### src/rtl/conv1_pkg.sv
// conv1_pkg
//   Shared constants for the conv1 window generator: default image geometry,
//   kernel size, window width and the byte slots inside a packed 3x3 window.
//   Byte k of a window sits at bits [8k+7:8k], with k = 3*dy + dx.
package conv1_pkg;

    localparam int unsigned IMG_H     = 32;
    localparam int unsigned IMG_W     = 32;
    localparam int unsigned IMG_CH    = 3;
    localparam int unsigned K         = 3;
    localparam int unsigned WIN_BYTES = K * K;
    localparam int unsigned WIN_BITS  = 8 * WIN_BYTES;

    // Byte index of each window tap (top/mid/bottom row, left/centre/right column)
    localparam int unsigned WB_TL = 0;
    localparam int unsigned WB_TC = 1;
    localparam int unsigned WB_TR = 2;
    localparam int unsigned WB_ML = 3;
    localparam int unsigned WB_MC = 4;
    localparam int unsigned WB_MR = 5;
    localparam int unsigned WB_BL = 6;
    localparam int unsigned WB_BC = 7;
    localparam int unsigned WB_BR = 8;

    // Bit offset of window tap (dy, dx)
    function automatic int unsigned win_lsb(input int unsigned dy, input int unsigned dx);
        return 8 * (K * dy + dx);
    endfunction

endpackage

### src/rtl/conv1_window_gen_line_buffer.sv
// line_buffer
//   One image row of byte storage. Single address per cycle: the read port is
//   combinational and returns the old contents, the write lands on the clock
//   edge (read-before-write). Contents are not reset.
// Ports:
//   clk    clock
//   we     write enable
//   addr   read/write address (column)
//   wdata  byte written at addr on the rising edge when we=1
//   rdata  current contents at addr
module line_buffer #(
    parameter int DEPTH = 32
) (
    input  logic                     clk,
    input  logic                     we,
    input  logic [$clog2(DEPTH)-1:0] addr,
    input  logic [7:0]               wdata,
    output logic [7:0]               rdata
);

    logic [7:0] mem [DEPTH];

    assign rdata = mem[addr];

    always_ff @(posedge clk) begin
        if (we) begin
            mem[addr] <= wdata;
        end
    end

endmodule

### src/rtl/conv1_window_gen.sv
// conv1_window_gen
//   Streaming 3x3 window generator. Takes a planar raster byte stream
//   (plane 0 rows, then plane 1, ...) and emits one registered 3x3 window per
//   valid-convolution position, tagged with plane, row and column.
// Ports:
//   clk, rst          clock, asynchronous active-high reset
//   clear             synchronous restart of counters and outputs
//   s_valid/s_ready   input byte handshake, s_data = pixel
//   w_valid/w_ready   window handshake
//   w_data            72-bit window, byte 3*dy+dx, byte 8 = newest pixel
//   w_row/w_col/w_ch  top-left position and plane of the window
//   w_last            last window of the frame
//   frame_done        pulse after the frame's last byte is accepted
module conv1_window_gen
    import conv1_pkg::*;
#(
    parameter int H  = IMG_H,
    parameter int W  = IMG_W,
    parameter int CH = IMG_CH
) (
    input  logic                  clk,
    input  logic                  rst,
    input  logic                  clear,
    input  logic                  s_valid,
    input  logic [7:0]            s_data,
    output logic                  s_ready,
    output logic                  w_valid,
    input  logic                  w_ready,
    output logic [WIN_BITS-1:0]   w_data,
    output logic [$clog2(H)-1:0]  w_row,
    output logic [$clog2(W)-1:0]  w_col,
    output logic [$clog2(CH)-1:0] w_ch,
    output logic                  w_last,
    output logic                  frame_done
);

    localparam int RB = $clog2(H);
    localparam int CB = $clog2(W);
    localparam int PB = $clog2(CH);

    localparam logic [CB-1:0] COL_MAX   = CB'(W - 1);
    localparam logic [RB-1:0] ROW_MAX   = RB'(H - 1);
    localparam logic [PB-1:0] CH_MAX    = PB'(CH - 1);
    localparam logic [CB-1:0] COL_FIRST = CB'(K - 1);
    localparam logic [RB-1:0] ROW_FIRST = RB'(K - 1);

    logic [CB-1:0]       col;
    logic [RB-1:0]       row;
    logic [PB-1:0]       ch;
    logic                accept;
    logic                win_ok;
    logic                last_pos;
    logic                col_wrap;
    logic                row_wrap;
    logic [7:0]          rd1;
    logic [7:0]          rd2;
    logic [WIN_BITS-1:0] shift_q;
    logic [WIN_BITS-1:0] shift_d;

    // Only a held, unconsumed window blocks the input.
    assign s_ready  = !w_valid || w_ready;
    assign accept   = s_valid && s_ready;
    assign col_wrap = (col == COL_MAX);
    assign row_wrap = (row == ROW_MAX);
    assign last_pos = col_wrap && row_wrap && (ch == CH_MAX);
    // Window emission is gated purely by position, so stale buffer contents
    // from a previous plane or an aborted frame never reach w_data.
    assign win_ok   = (row >= ROW_FIRST) && (col >= COL_FIRST);

    // lb1 holds row-1, lb2 holds row-2; lb2 is refilled from lb1's old value.
    line_buffer #(.DEPTH(W)) u_lb1 (
        .clk   (clk),
        .we    (accept),
        .addr  (col),
        .wdata (s_data),
        .rdata (rd1)
    );

    line_buffer #(.DEPTH(W)) u_lb2 (
        .clk   (clk),
        .we    (accept),
        .addr  (col),
        .wdata (rd1),
        .rdata (rd2)
    );

    // Shift the 3x3 window left one column and insert the new column.
    always_comb begin
        shift_d = shift_q;
        for (int unsigned dy = 0; dy < K; dy++) begin
            for (int unsigned dx = 0; dx < K - 1; dx++) begin
                shift_d[win_lsb(dy, dx) +: 8] = shift_q[win_lsb(dy, dx + 1) +: 8];
            end
        end
        shift_d[8*WB_TR +: 8] = rd2;
        shift_d[8*WB_MR +: 8] = rd1;
        shift_d[8*WB_BR +: 8] = s_data;
    end

    always_ff @(posedge clk) begin
        if (accept) begin
            shift_q <= shift_d;
        end
    end

    always_ff @(posedge clk or posedge rst) begin
        if (rst) begin
            col        <= '0;
            row        <= '0;
            ch         <= '0;
            w_valid    <= 1'b0;
            w_data     <= '0;
            w_row      <= '0;
            w_col      <= '0;
            w_ch       <= '0;
            w_last     <= 1'b0;
            frame_done <= 1'b0;
        end else if (clear) begin
            col        <= '0;
            row        <= '0;
            ch         <= '0;
            w_valid    <= 1'b0;
            w_data     <= '0;
            w_row      <= '0;
            w_col      <= '0;
            w_ch       <= '0;
            w_last     <= 1'b0;
            frame_done <= 1'b0;
        end else begin
            frame_done <= accept && last_pos;
            if (accept) begin
                col <= col_wrap ? '0 : col + 1'b1;
                if (col_wrap) begin
                    row <= row_wrap ? '0 : row + 1'b1;
                    if (row_wrap) begin
                        ch <= (ch == CH_MAX) ? '0 : ch + 1'b1;
                    end
                end
                // Reload or drop the output register in the same edge.
                w_valid <= win_ok;
                if (win_ok) begin
                    w_data <= shift_d;
                    w_row  <= row - ROW_FIRST;
                    w_col  <= col - COL_FIRST;
                    w_ch   <= ch;
                    w_last <= last_pos;
                end
            end else if (w_ready) begin
                w_valid <= 1'b0;
            end
        end
    end

endmodule
### config.mk
export PLATFORM = sky130hd
export DESIGN_NAME = conv1_window_gen
export DESIGN_NICKNAME = d
export VERILOG_FILES = /design/src/rtl/conv1_pkg.sv /design/src/rtl/conv1_window_gen_line_buffer.sv /design/src/rtl/conv1_window_gen.sv
export SDC_FILE = /design/constraint.sdc
export NUM_CORES = 1
export LEC_CHECK = 0
export BUFFER_PORTS_ARGS = -buffer_cell sky130_fd_sc_hd__clkbuf_2
export CAP_MARGIN = 20
export CORE_MARGIN = 3
export CORE_UTILIZATION = 55
export DETAILED_ROUTE_END_ITERATION = 7
export GPL_ROUTABILITY_DRIVEN = 0
export PLACE_DENSITY = 0.8
export SLEW_MARGIN = 10
export SYNTH_ARGS = -nofsm -noshare
export SYNTH_HDL_FRONTEND = slang
export SYNTH_SLANG_ARGS = --single-unit
### constraint.sdc
create_clock -name clk -period 3.2 [get_ports clk]
set_clock_uncertainty 0.15 [all_clocks]
set_input_delay 0.16 -clock clk [delete_from_list [all_inputs] [get_ports clk]]
set_output_delay 0.16 -clock clk [all_outputs]
set_load 0.02 [all_outputs]
# Word level (Yosys, flattened, before mapping)
# Memories as Yosys holds them, arrays and structs flattened.
# Index checks and enable logic that the tools add are counted.
[word_totals]
word_cells = 71
ff_bits = 171
out_inout_bits = 88
memories = 2
mem_bits_rw = 512
[classes]
reduce_logical = 15
muxes = 33
addsub = 5
n_lt_le_gt_ge = 2
eq_ne = 3
[memory_table]
columns = ["name", "words", "width", "read_ports", "rd_ports_with_merged_regs", "write_ports", "line_no", "source"]
rows = [
  ["u_lb1.mem", 32, 8, 1, 0, 1, "conv1_window_gen_line_buffer.sv:21", "logic [7:0] mem [DEPTH];"],
  ["u_lb2.mem", 32, 8, 1, 0, 1, "conv1_window_gen_line_buffer.sv:21", ""],
]
[ops]
columns = ["cell", "count"]
rows = [
  ["two-way mux 72 bit", 3],
  ["two-way mux 5 bit", 13],
  ["two-way mux 2 bit", 8],
  ["adder 5 x 1 -> 5 bit (second input constant)", 2],
  ["equality test 5 bit (second input constant)", 2],
  [">= comparator 5 x 2 -> 1 bit (second input constant)", 2],
  ["subtractor 5 x 2 -> 5 bit (second input constant)", 2],
  ["two-way mux 1 bit", 9],
  ["nonzero test 2 bit", 4],
  ["logical AND 1 bit", 5],
  ["AND reduction 2 bit", 2],
  ["AND reduction 3 bit", 1],
  ["nonzero test 3 bit", 1],
  ["adder 2 x 1 -> 2 bit (second input constant)", 1],
  ["equality test 2 bit (second input constant)", 1],
  ["zero test 1 bit", 1],
  ["logical OR 1 bit", 1],
]

# Longest topological paths before layout
# Gate-level depths: netlist (run 1).
[depth]
depth_word = 6
ltp_mapped = 11
mapped_depth_nobuf = 6

# Cells and area by module
# Synthesis (run 1) repeated with hierarchy kept, for this count alone.
[unflattened]
cells_unflattened = 1679
area_unflattened_um2 = 26394.1
[by_module_without_submodules]
columns = ["mod", "n_inst", "area_each_um2", "cells_per_inst", "seq_area_each_um2"]
rows = [
  ["line_buffer", 2, 10045.9, 568, 7687.4],
  ["conv1_window_gen", 1, 6302.3, 543, 3918.8],
]

# Least setup slack after synthesis (run 1)
# No wires, ideal clock.
[synth_path]
path_kind = "register to register"
start = "register w_valid"
end = "memory u_lb1.mem[10][0] (enable)"
setup_time_ps = 388
stages_incl_launch_ff = 7
synth_period_minus_slack_ps = 3561
setup_slack_ps = -361
arrival_time_ps = 3022
path_cell_list = "dfrtp_1 > nand2b_1 > clkbuf_1 > nand2_1 > clkinv_1 > nand2_1 > nor2_1"
[synth_via]
elab_chain_len = 5
[synth_lines]
columns = ["item", "line_no", "source"]
rows = [
  ["start: declaration", "conv1_window_gen.sv:27", "output logic w_valid,"],
  ["start signal: assignment", "conv1_window_gen.sv:140", "w_valid <= win_ok;"],
  ["zero test 1 bit", "conv1_window_gen.sv:61", "assign s_ready = !w_valid || w_ready;"],
  ["logical OR 1 bit", "conv1_window_gen.sv:61", ""],
  ["net s_ready", "conv1_window_gen.sv:26", "output logic s_ready,"],
  ["logical AND 1 bit", "conv1_window_gen.sv:62", "assign accept = s_valid && s_ready;"],
  ["net accept", "conv1_window_gen.sv:50", "logic accept;"],
  ["two-way mux 1 bit", "conv1_window_gen_line_buffer.sv:26", "if (we) begin"],
  ["two-way mux 1 bit (not written as such)", "conv1_window_gen_line_buffer.sv:27", "mem[addr] <= wdata;"],
  ["end: declaration", "conv1_window_gen_line_buffer.sv:21", ""],
]
# The timed path passes the listed nets, and every way through them passes these cells.

# Worst setup path in the final report (run 1)
[layout_path]
start = "register col[4]"
end = "memory u_lb2.mem[3][4] (data pin)"
[layout_via]
elab_chain_len = 1
[layout_lines]
columns = ["item", "line_no", "source"]
rows = [
  ["start: declaration", "conv1_window_gen.sv:47", "logic [CB-1:0] col;"],
  ["start signal: assignment", "conv1_window_gen.sv:132", "col <= col_wrap ? '0 : col + 1'b1;"],
  ["memory (32 x 8 bit)", "-", ""],
  ["net rd1[4]", "conv1_window_gen.sv:55", "logic [7:0] rd1;"],
  ["end: declaration", "conv1_window_gen_line_buffer.sv:21", ""],
]
# The timed path passes the listed nets, and every way through them passes these cells.

==> flow_summary.html, run 1 <==
<table>
<tr><th>Metric</th><th>Value</th></tr>
<tr><th colspan="2">Run status</th></tr>
<tr><td>Run status</td><td>completed</td></tr>
<tr><th colspan="2">Drt</th></tr>
<tr><td>Via/cell ratio</td><td>roughly 6.5</td></tr>
<tr><td>First-pass iteration count of the detailed router</td><td>8</td></tr>
<tr><td>DRC violation count after routing</td><td>0</td></tr>
<tr><td>Total routed wirelength</td><td>65000 um</td></tr>
<tr><td>Detail-routed net length per standard cell</td><td>approximately 27 um</td></tr>
<tr><td>Vias</td><td>approximately 16000</td></tr>
<tr><td>ANT nets after route</td><td>0</td></tr>
<tr><td>Initial drt markers</td><td>1985</td></tr>
<tr><th colspan="2">Power and ir drop</th></tr>
<tr><td>Relative contribution of sequential cells to total power</td><td>between 50% and 60%</td></tr>
<tr><td>Pleak</td><td>10.3 nW</td></tr>
<tr><td>Part of the total power dissipated in the clock network</td><td>about two fifths</td></tr>
<tr><td>P_int</td><td>roughly 14 mW</td></tr>
<tr><td>Total design power</td><td>17.8 mW</td></tr>
<tr><td>Power density over cell area</td><td>between 600 and 700 mW/mm^2</td></tr>
<tr><td>Power dissipated by switching net loads</td><td>3.74 mW</td></tr>
<tr><td>Share of total power in combinational logic</td><td>5.4%</td></tr>
<tr><td>IR Drop Worst-Case VDD</td><td>0.000470 V</td></tr>
<tr><td>Switching power as a share of total power</td><td>21.0%</td></tr>
<tr><th colspan="2">Cells and area</th></tr>
<tr><td>Diode insertion count for antenna repair</td><td>0</td></tr>
<tr><td>Combined area of the multi-input logic cells</td><td>0.00580 mm^2</td></tr>
<tr><td>Area of all sequential standard cells</td><td>0.0193 mm^2</td></tr>
<tr><td>Nets</td><td>1781</td></tr>
<tr><td>Top library cells by usage in the layout, fill and taps aside</td><td>560 x edfxtp_1, 256 x mux2i_1, 125 x o22ai_1, 102 x buf_4, 99 x clkbuf_2</td></tr>
<tr><td>Final core utilization</td><td>64.7%</td></tr>
<tr><td>Most common cell after layout, fill and taps aside</td><td>edfxtp_1</td></tr>
<tr><td>Synthesis-to-finish area growth</td><td>15.5%</td></tr>
<tr><td>Share of final-layout standard cells stronger than drive strength 1</td><td>18.1%</td></tr>
<tr><td>Fill cells</td><td>3014</td></tr>
<tr><th colspan="2">Critical path</th></tr>
<tr><td>Maximum fanout along the worst path</td><td>33</td></tr>
<tr><td>Critical path endpoint category</td><td>register</td></tr>
<tr><td>Worst reg2reg path depth</td><td>6</td></tr>
<tr><td>WP data arrival</td><td>between 3000 and 4000 ps</td></tr>
<tr><td>Worst-case register-to-register setup slack</td><td>70 ps</td></tr>
<tr><td>Worst reg2reg path endpoint</td><td>u_lb2.mem[3][4]</td></tr>
<tr><td>Crit Path Category</td><td>reg2reg</td></tr>
<tr><td>Worst r2r src</td><td>col[4]</td></tr>
<tr><td>Worst setup SP type</td><td>register</td></tr>
<tr><td>Required time worst endpoint</td><td>roughly 3400 ps</td></tr>
<tr><th colspan="2">Placement</th></tr>
<tr><td>HPWL after DPL</td><td>38500 um</td></tr>
<tr><td>Worst-case setup slack after placement</td><td>roughly 74 ps</td></tr>
<tr><td>Count of port buffers added during placement</td><td>100</td></tr>
<tr><th colspan="2">Floorplan</th></tr>
<tr><td>Die Ht</td><td>222 um</td></tr>
<tr><td>Top-Level Pins</td><td>101</td></tr>
<tr><td>Die Wd</td><td>approximately 220 um</td></tr>
<tr><td>Floorplan core area</td><td>0.0457 mm^2</td></tr>
<tr><td>Starting density of the core</td><td>a little under three fifths</td></tr>
<tr><td>Number of cell rows</td><td>78</td></tr>
<tr><td>Die outline area</td><td>0.0492 mm^2</td></tr>
<tr><th colspan="2">Yosys</th></tr>
<tr><td>Mapped Cells</td><td>roughly 1600</td></tr>
<tr><td>Post-Syn Area per Cell</td><td>16.2 um^2</td></tr>
<tr><td>Post-synthesis sequential area ratio</td><td>75.4%</td></tr>
<tr><td>Share of flip-flops with an asynchronous set or reset</td><td>15.0%</td></tr>
<tr><td>Top area cells in the synthesized netlist</td><td>edfxtp_1 66%, mux2i_1 10%, dfrtp_1 9.7%, o22ai_1 3.1%, a21oi_1 1.9%</td></tr>
<tr><td>Total of flip-flops plus latches after synthesis</td><td>659</td></tr>
<tr><td>Cell accounting for the most synthesized area</td><td>edfxtp_1</td></tr>
<tr><td>Number of warnings reported in the yosys synthesis log</td><td>0</td></tr>
<tr><td>Synth Cell Area</td><td>0.0256 mm^2</td></tr>
<tr><td>Most common flop cell mapped by yosys</td><td>edfxtp_1</td></tr>
<tr><td>Synth Net Count</td><td>1608</td></tr>
<tr><td>Post-synth EDFFs</td><td>560</td></tr>
<tr><td>Yosys top cell area share</td><td>around 66%</td></tr>
<tr><td>Number of different library cells in the post-synthesis netlist</td><td>between 40 and 50</td></tr>
<tr><th colspan="2">GRT</th></tr>
<tr><td>Total congestion overflow</td><td>0</td></tr>
<tr><td>Met2 GRT Util</td><td>approximately two fifths</td></tr>
<tr><td>All-Layer GR Usage</td><td>26.0%</td></tr>
<tr><td>Largest net degree at the start of global routing</td><td>between 70 and 80</td></tr>
<tr><td>Wire length of the first global-routing pass</td><td>between 90000 and 100000 um</td></tr>
<tr><td>Met3 usage</td><td>5.68%</td></tr>
<tr><td>Met1 track demand over resource in global routing</td><td>35.5%</td></tr>
<tr><td>Via count of the first global-routing pass</td><td>15300</td></tr>
<tr><td>Initial antenna violation count</td><td>2</td></tr>
<tr><td>Busiest metal layer after global routing</td><td>met2</td></tr>
<tr><th colspan="2">Clocking</th></tr>
<tr><td>Clock latency reported for the late side of the worst-skew pair</td><td>630 ps</td></tr>
<tr><td>H-tree lvl count</td><td>2</td></tr>
<tr><td>Clock tree from TritonCTS</td><td>done</td></tr>
<tr><td>Clock slew at reported path FFs</td><td>60 ps</td></tr>
<tr><td>Number of clock sinks</td><td>~660</td></tr>
<tr><td>Number of buffers added by the clock tree synthesis step</td><td>60</td></tr>
<tr><td>Clk Tree Root Cell</td><td>clkbuf_16</td></tr>
<tr><td>Max clock buf depth</td><td>3</td></tr>
<tr><th colspan="2">Hold path</th></tr>
<tr><td>Hold Crit Class</td><td>in2async</td></tr>
<tr><th colspan="2">STA</th></tr>
<tr><td>Max Clock Freq</td><td>between 300 and 400 MHz</td></tr>
<tr><td>Slew Limit Fails</td><td>0</td></tr>
<tr><td>Number of endpoints failing setup at the final stage</td><td>0</td></tr>
<tr><td>Sum of negative setup slack</td><td>0 ps</td></tr>
<tr><td>Fin crit share</td><td>98.0%</td></tr>
<tr><td>Measured slew at the worst slew-check pin</td><td>about 960 ps</td></tr>
<tr><td>Final Hold Vio Count</td><td>0</td></tr>
<tr><td>Max_slew headroom</td><td>36.3%</td></tr>
<tr><td>RSZ-0062 raised after global routing</td><td>false</td></tr>
<tr><td>Shortest clock period the worst path allows after layout</td><td>3130 ps</td></tr>
<tr><td>Worst setup slack after layout</td><td>roughly 65 ps</td></tr>
<tr><th colspan="2">Run</th></tr>
<tr><td>Number of maximum-capacitance violations</td><td>0</td></tr>
</table>
[metal layers]
layer	up-vias	part of all wire, %
li1	6588	-
met1	7785	38
met2	1032	47
met3	164	11
met4	2	3.9
met5	-	0.020
[final cells by class]
cell class                 count  share of cell area, %
inverter                       9                  0.127
timing repair buffer         223                   5.62
multi-input combinational    803                   19.6
tap                          600                   2.54
clock buffer                  82                   5.74
sequential                   659                   65.3
clock inverter                30                   1.13
[kinds of logic after synthesis]
family | Yosys count | synth area share, %
mux | 256 | 10.0
flops | 659 | 75.4
compound gates | 320 | 7.36
simple gates | 211 | 4.45
buf+inv | 121 | 2.11
fa+ha+maj | 12 | 0.586
xor+xnor | 4 | 0.137
[synthesized netlist by cell type (4+ instances only)]
master and count:
nand3_1 71, nand4bb_1 6, dfrtp_1 99, buf_2 42, nor2_1 38, inv_1 8
buf_1 7, edfxtp_1 560, o21ai_0 68, nand2_1 30, or4b_1 4, nand4b_1 4
clkbuf_1 56, nor4_1 32, a21oi_1 97, o22ai_1 125, a311oi_1 17, or3_1 9
mux2i_1 256, ha_1 12, buf_6 4, xnor2_1 4
[flip-flops by register name, indices dropped and copies added, names as in the netlist]
signal      flops
u_lb1.mem     256
u_lb2.mem     256
w_data         72
shift_q        48
col             5
row             5
w_col           5
w_row           5
ch              2
w_ch            2
frame_done      1
w_last          1
w_valid         1
[through the flow]
step                cell area [um^2]  cells  hold WS, ps
CTS                            29600   2406          141
finish                         29600   2406          123
detailed placement             27500   2290          282
global route                   29600   2406          211
global placement               27500   2290          261
floorplan                      25600   1583          109
[critical path, cell delays in order (launching register included)]
cell and delay [ps]:
dfrtp_1 580, nand4b_1 650, buf_4 240, o22ai_1 110, nor4_1 660, nand2_1 210
buf_12 230
[what timing repair did]
item	in CTS	in global routing
resized for setup	0	2
endpoints found under the hold margin	127	0
hold buffers	4	0
buffers inserted	0	0
endpoints found under the setup margin	0	99
[worst max path at each step]
stage                     startpoint               end  slack [ps]  cells past startpoint
final                         col[4]   u_lb2.mem[3][4]          70                      6
after global routing          col[3]  u_lb2.mem[10][4]          10                      6
after CTS                     col[3]  u_lb2.mem[12][6]          60                      5
after detailed placement      col[3]  u_lb2.mem[29][6]          70                      5
after global placement        col[3]       shift_q[46]          90                      5
after floorplan              w_valid  u_lb1.mem[10][0]         -60                      6
[power by group through the flow]
stage / clock network (mW) / logic [mW] / registers [mW]
floorplan: 0 / 0.508 / 9.73
global placement: 0 / 0.903 / 9.74
detailed placement: 0 / 0.930 / 9.74
CTS: 7.32 / 0.939 / 9.57
global route: 7.65 / 1.01 / 9.57
finish: 7.26 / 0.956 / 9.57
Note: power is estimated with default switching activity, not from simulation.
==> run 2: changes to the inputs <==
--- a/config.mk
+++ b/config.mk
@@ -5,13 +5,13 @@
 export SDC_FILE = /design/constraint.sdc
 export NUM_CORES = 1
 export LEC_CHECK = 0
-export BUFFER_PORTS_ARGS = -buffer_cell sky130_fd_sc_hd__clkbuf_2
 export CAP_MARGIN = 20
 export CORE_MARGIN = 3
 export CORE_UTILIZATION = 55
 export DETAILED_ROUTE_END_ITERATION = 7
+export DONT_BUFFER_PORTS = 1
 export GPL_ROUTABILITY_DRIVEN = 0
-export PLACE_DENSITY = 0.8
+export PLACE_DENSITY = 0.75
 export SLEW_MARGIN = 10
 export SYNTH_ARGS = -nofsm -noshare
 export SYNTH_HDL_FRONTEND = slang
==> constraint.sdc (replaced) <==
create_clock -name clk -period 3.75 [get_ports clk]
set_clock_uncertainty 0.15 [all_clocks]
set_input_delay 0.1875 -clock clk [delete_from_list [all_inputs] [get_ports clk]]
set_output_delay 0.1875 -clock clk [all_outputs]
set_load 0.02 [all_outputs]
==> flow_summary.html, run 2 (synthesized netlist as in run 1, its figures left out) <==
<table>
<tr><th>Metric</th><th>Value</th></tr>
<tr><th colspan="2">Clocking</th></tr>
<tr><td>Clk Tree Root Cell</td><td>clkbuf_16</td></tr>
<tr><td>Clock tree from TritonCTS</td><td>done</td></tr>
<tr><td>Max clock buf depth</td><td>3</td></tr>
<tr><td>Clock slew at reported path FFs</td><td>roughly 60 ps</td></tr>
<tr><td>Number of buffers added by the clock tree synthesis step</td><td>59</td></tr>
<tr><td>Number of clock sinks</td><td>659</td></tr>
<tr><td>H-tree lvl count</td><td>2</td></tr>
<tr><td>Clock latency reported for the late side of the worst-skew pair</td><td>640 ps</td></tr>
<tr><th colspan="2">STA</th></tr>
<tr><td>Number of endpoints failing setup at the final stage</td><td>0</td></tr>
<tr><td>Worst-case hold slack</td><td>90.8 ps</td></tr>
<tr><td>Sum of negative setup slack</td><td>0 ps</td></tr>
<tr><td>Slew Limit Fails</td><td>0</td></tr>
<tr><td>Max Clock Freq</td><td>274 MHz</td></tr>
<tr><td>Final Hold Vio Count</td><td>0</td></tr>
<tr><td>Fin crit share</td><td>97.4%</td></tr>
<tr><td>Shortest clock period the worst path allows after layout</td><td>~3700 ps</td></tr>
<tr><td>RSZ-0062 raised after global routing</td><td>false</td></tr>
<tr><td>Max_slew headroom</td><td>16.1%</td></tr>
<tr><td>Measured slew at the worst slew-check pin</td><td>1250 ps</td></tr>
<tr><th colspan="2">Hold path</th></tr>
<tr><td>Hold Crit Class</td><td>in2async</td></tr>
<tr><th colspan="2">Cells and area</th></tr>
<tr><td>Area of all sequential standard cells</td><td>0.0193 mm^2</td></tr>
<tr><td>Largest registers</td><td>u_lb1.mem (256), u_lb2.mem (256), w_data (72)</td></tr>
<tr><td>Most common cell after layout, fill and taps aside</td><td>edfxtp_1</td></tr>
<tr><td>Combined area of the multi-input logic cells</td><td>0.00579 mm^2</td></tr>
<tr><td>Nets</td><td>1694</td></tr>
<tr><td>Synthesis-to-finish area growth</td><td>14.0%</td></tr>
<tr><td>Top library cells by usage in the layout, fill and taps aside</td><td>560 x edfxtp_1, 256 x mux2i_1, 125 x o22ai_1, 97 x a21oi_1, 96 x dfrtp_1</td></tr>
<tr><td>Fill cells</td><td>3095</td></tr>
<tr><td>Diode insertion count for antenna repair</td><td>0</td></tr>
<tr><td>Share of final-layout standard cells stronger than drive strength 1</td><td>12.6%</td></tr>
<tr><th colspan="2">Critical path</th></tr>
<tr><td>Worst setup SP type</td><td>register</td></tr>
<tr><td>Worst reg2reg path depth</td><td>7</td></tr>
<tr><td>Crit Path Category</td><td>reg2reg</td></tr>
<tr><td>WP data arrival</td><td>between 3000 and 4000 ps</td></tr>
<tr><td>Worst r2r src</td><td>col[4]</td></tr>
<tr><td>Worst reg2reg path endpoint</td><td>u_lb2.mem[10][7]</td></tr>
<tr><td>Critical path endpoint category</td><td>register</td></tr>
<tr><td>Required time worst endpoint</td><td>just under 4000 ps</td></tr>
<tr><td>Maximum fanout along the worst path</td><td>33</td></tr>
<tr><td>Worst-case register-to-register setup slack</td><td>100 ps</td></tr>
<tr><th colspan="2">Floorplan</th></tr>
<tr><td>Die Ht</td><td>222 um</td></tr>
<tr><td>Starting density of the core</td><td>between 50% and 60%</td></tr>
<tr><td>Floorplan core area</td><td>~0.046 mm^2</td></tr>
<tr><td>Die outline area</td><td>0.0492 mm^2</td></tr>
<tr><td>Number of cell rows</td><td>78</td></tr>
<tr><td>Top-Level Pins</td><td>101</td></tr>
<tr><td>Die Wd</td><td>~220 um</td></tr>
<tr><th colspan="2">Drt</th></tr>
<tr><td>ANT nets after route</td><td>0</td></tr>
<tr><td>Total routed wirelength</td><td>65300 um</td></tr>
<tr><td>DRC violation count after routing</td><td>0</td></tr>
<tr><td>Initial drt markers</td><td>2086</td></tr>
<tr><td>First-pass iteration count of the detailed router</td><td>6</td></tr>
<tr><td>Vias</td><td>15300</td></tr>
<tr><td>Detail-routed net length per standard cell</td><td>28.2 um</td></tr>
<tr><td>Via/cell ratio</td><td>6.62</td></tr>
<tr><th colspan="2">GRT</th></tr>
<tr><td>Via count of the first global-routing pass</td><td>between 10000 and 15000</td></tr>
<tr><td>Busiest metal layer after global routing</td><td>met2</td></tr>
<tr><td>All-Layer GR Usage</td><td>26.0%</td></tr>
<tr><td>Met1 track demand over resource in global routing</td><td>36.1%</td></tr>
<tr><td>Initial antenna violation count</td><td>0</td></tr>
<tr><td>Met2 GRT Util</td><td>40.3%</td></tr>
<tr><td>Met3 usage</td><td>6.28%</td></tr>
<tr><td>Total congestion overflow</td><td>0</td></tr>
<tr><td>Wire length of the first global-routing pass</td><td>95500 um</td></tr>
<tr><td>Largest net degree at the start of global routing</td><td>100</td></tr>
<tr><th colspan="2">Placement</th></tr>
<tr><td>HPWL after DPL</td><td>38600 um</td></tr>
<tr><td>Count of port buffers added during placement</td><td>0</td></tr>
<tr><th colspan="2">Power and ir drop</th></tr>
<tr><td>Pleak</td><td>9.82 nW</td></tr>
<tr><td>IR Drop Worst-Case VDD</td><td>roughly 0.00039 V</td></tr>
<tr><td>Power density over cell area</td><td>between 500 and 600 mW/mm^2</td></tr>
<tr><th colspan="2">Run status</th></tr>
<tr><td>Run status</td><td>completed</td></tr>
<tr><th colspan="2">Run</th></tr>
<tr><td>Number of maximum-capacitance violations</td><td>0</td></tr>
</table>
run 2: changes by cell type in the layout (fill, tap and decap cells not counted), moves of 2 or more:
cell / delta
clkbuf_2: -99
dlygate4sd3_1: +14
buf_4: -12
buf_12: +10
clkinv_2: -5
bufinv_16: -4
clkbuf_1: +4
clkinvlp_4: -2
dfrtp_1: -2
dfrtp_2: +2
run 2: report_power, final:
part           switching [mW]  leakage (nW)  total, mW  internal, mW
registers              0.0479          6.46       8.17          8.12
clock network            2.55         0.914       5.78          3.24
logic                   0.522          2.45      0.800         0.277
total                    3.12          9.82       14.8          11.6
run 2: cell type report:
class | count | area share, %
clock buffer | 84 | 5.73
clock inverter | 22 | 0.652
inverter | 9 | 0.124
multi-input combinational | 803 | 19.8
sequential | 659 | 66.1
tap | 600 | 2.57
timing repair buffer | 137 | 4.95
run 2: timing repair:
action / 4_1_cts / 5_1_grt
resized for setup: 0 / 2
setup endpoints to repair: 0 / 4
buffers inserted: 0 / 0
hold endpoints to repair: 437 / 0
hold buffers: 27 / 0
run 2: routing by layer:
layer	up-vias	part of all wire [%]
li1	6414	-
met1	7738	37
met2	1012	47
met3	152	12
met4	0	4.0
met5	-	0
run 2: worst max path at each step:
stage	slack, ps	from	end
global placement	370	col[0]	shift_q[42]
floorplan	190	w_valid	u_lb1.mem[10][0]
global route	100	col[3]	u_lb2.mem[10][2]
CTS	230	col[2]	u_lb2.mem[11][7]
finish	100	col[4]	u_lb2.mem[10][7]
detailed placement	240	col[2]	u_lb2.mem[17][7]
run 2: worst max-delay path: stages (launching register included):
cell and delay [ps]:
dfrtp_1 830, nand4bb_1 400, buf_4 330, o22ai_1 110
nor4_1 1010, buf_4 260, nand2_1 90, buf_12 190
run 2: through the flow:
step / power [mW] / worst slack, ps / cell area, um^2 / std cells / util (%)
global route: 15.2 / 99.9 / 29200 / 2314 / 63.9
floorplan: 8.73 / 189 / 25600 / 1583 / -
finish: 14.8 / 96.4 / 29200 / 2314 / 63.9
detailed placement: 9.01 / 240 / 26900 / 2181 / 59.0
global placement: 8.99 / 374 / 26900 / 2181 / 59.0
CTS: 14.8 / 234 / 29200 / 2314 / 63.9
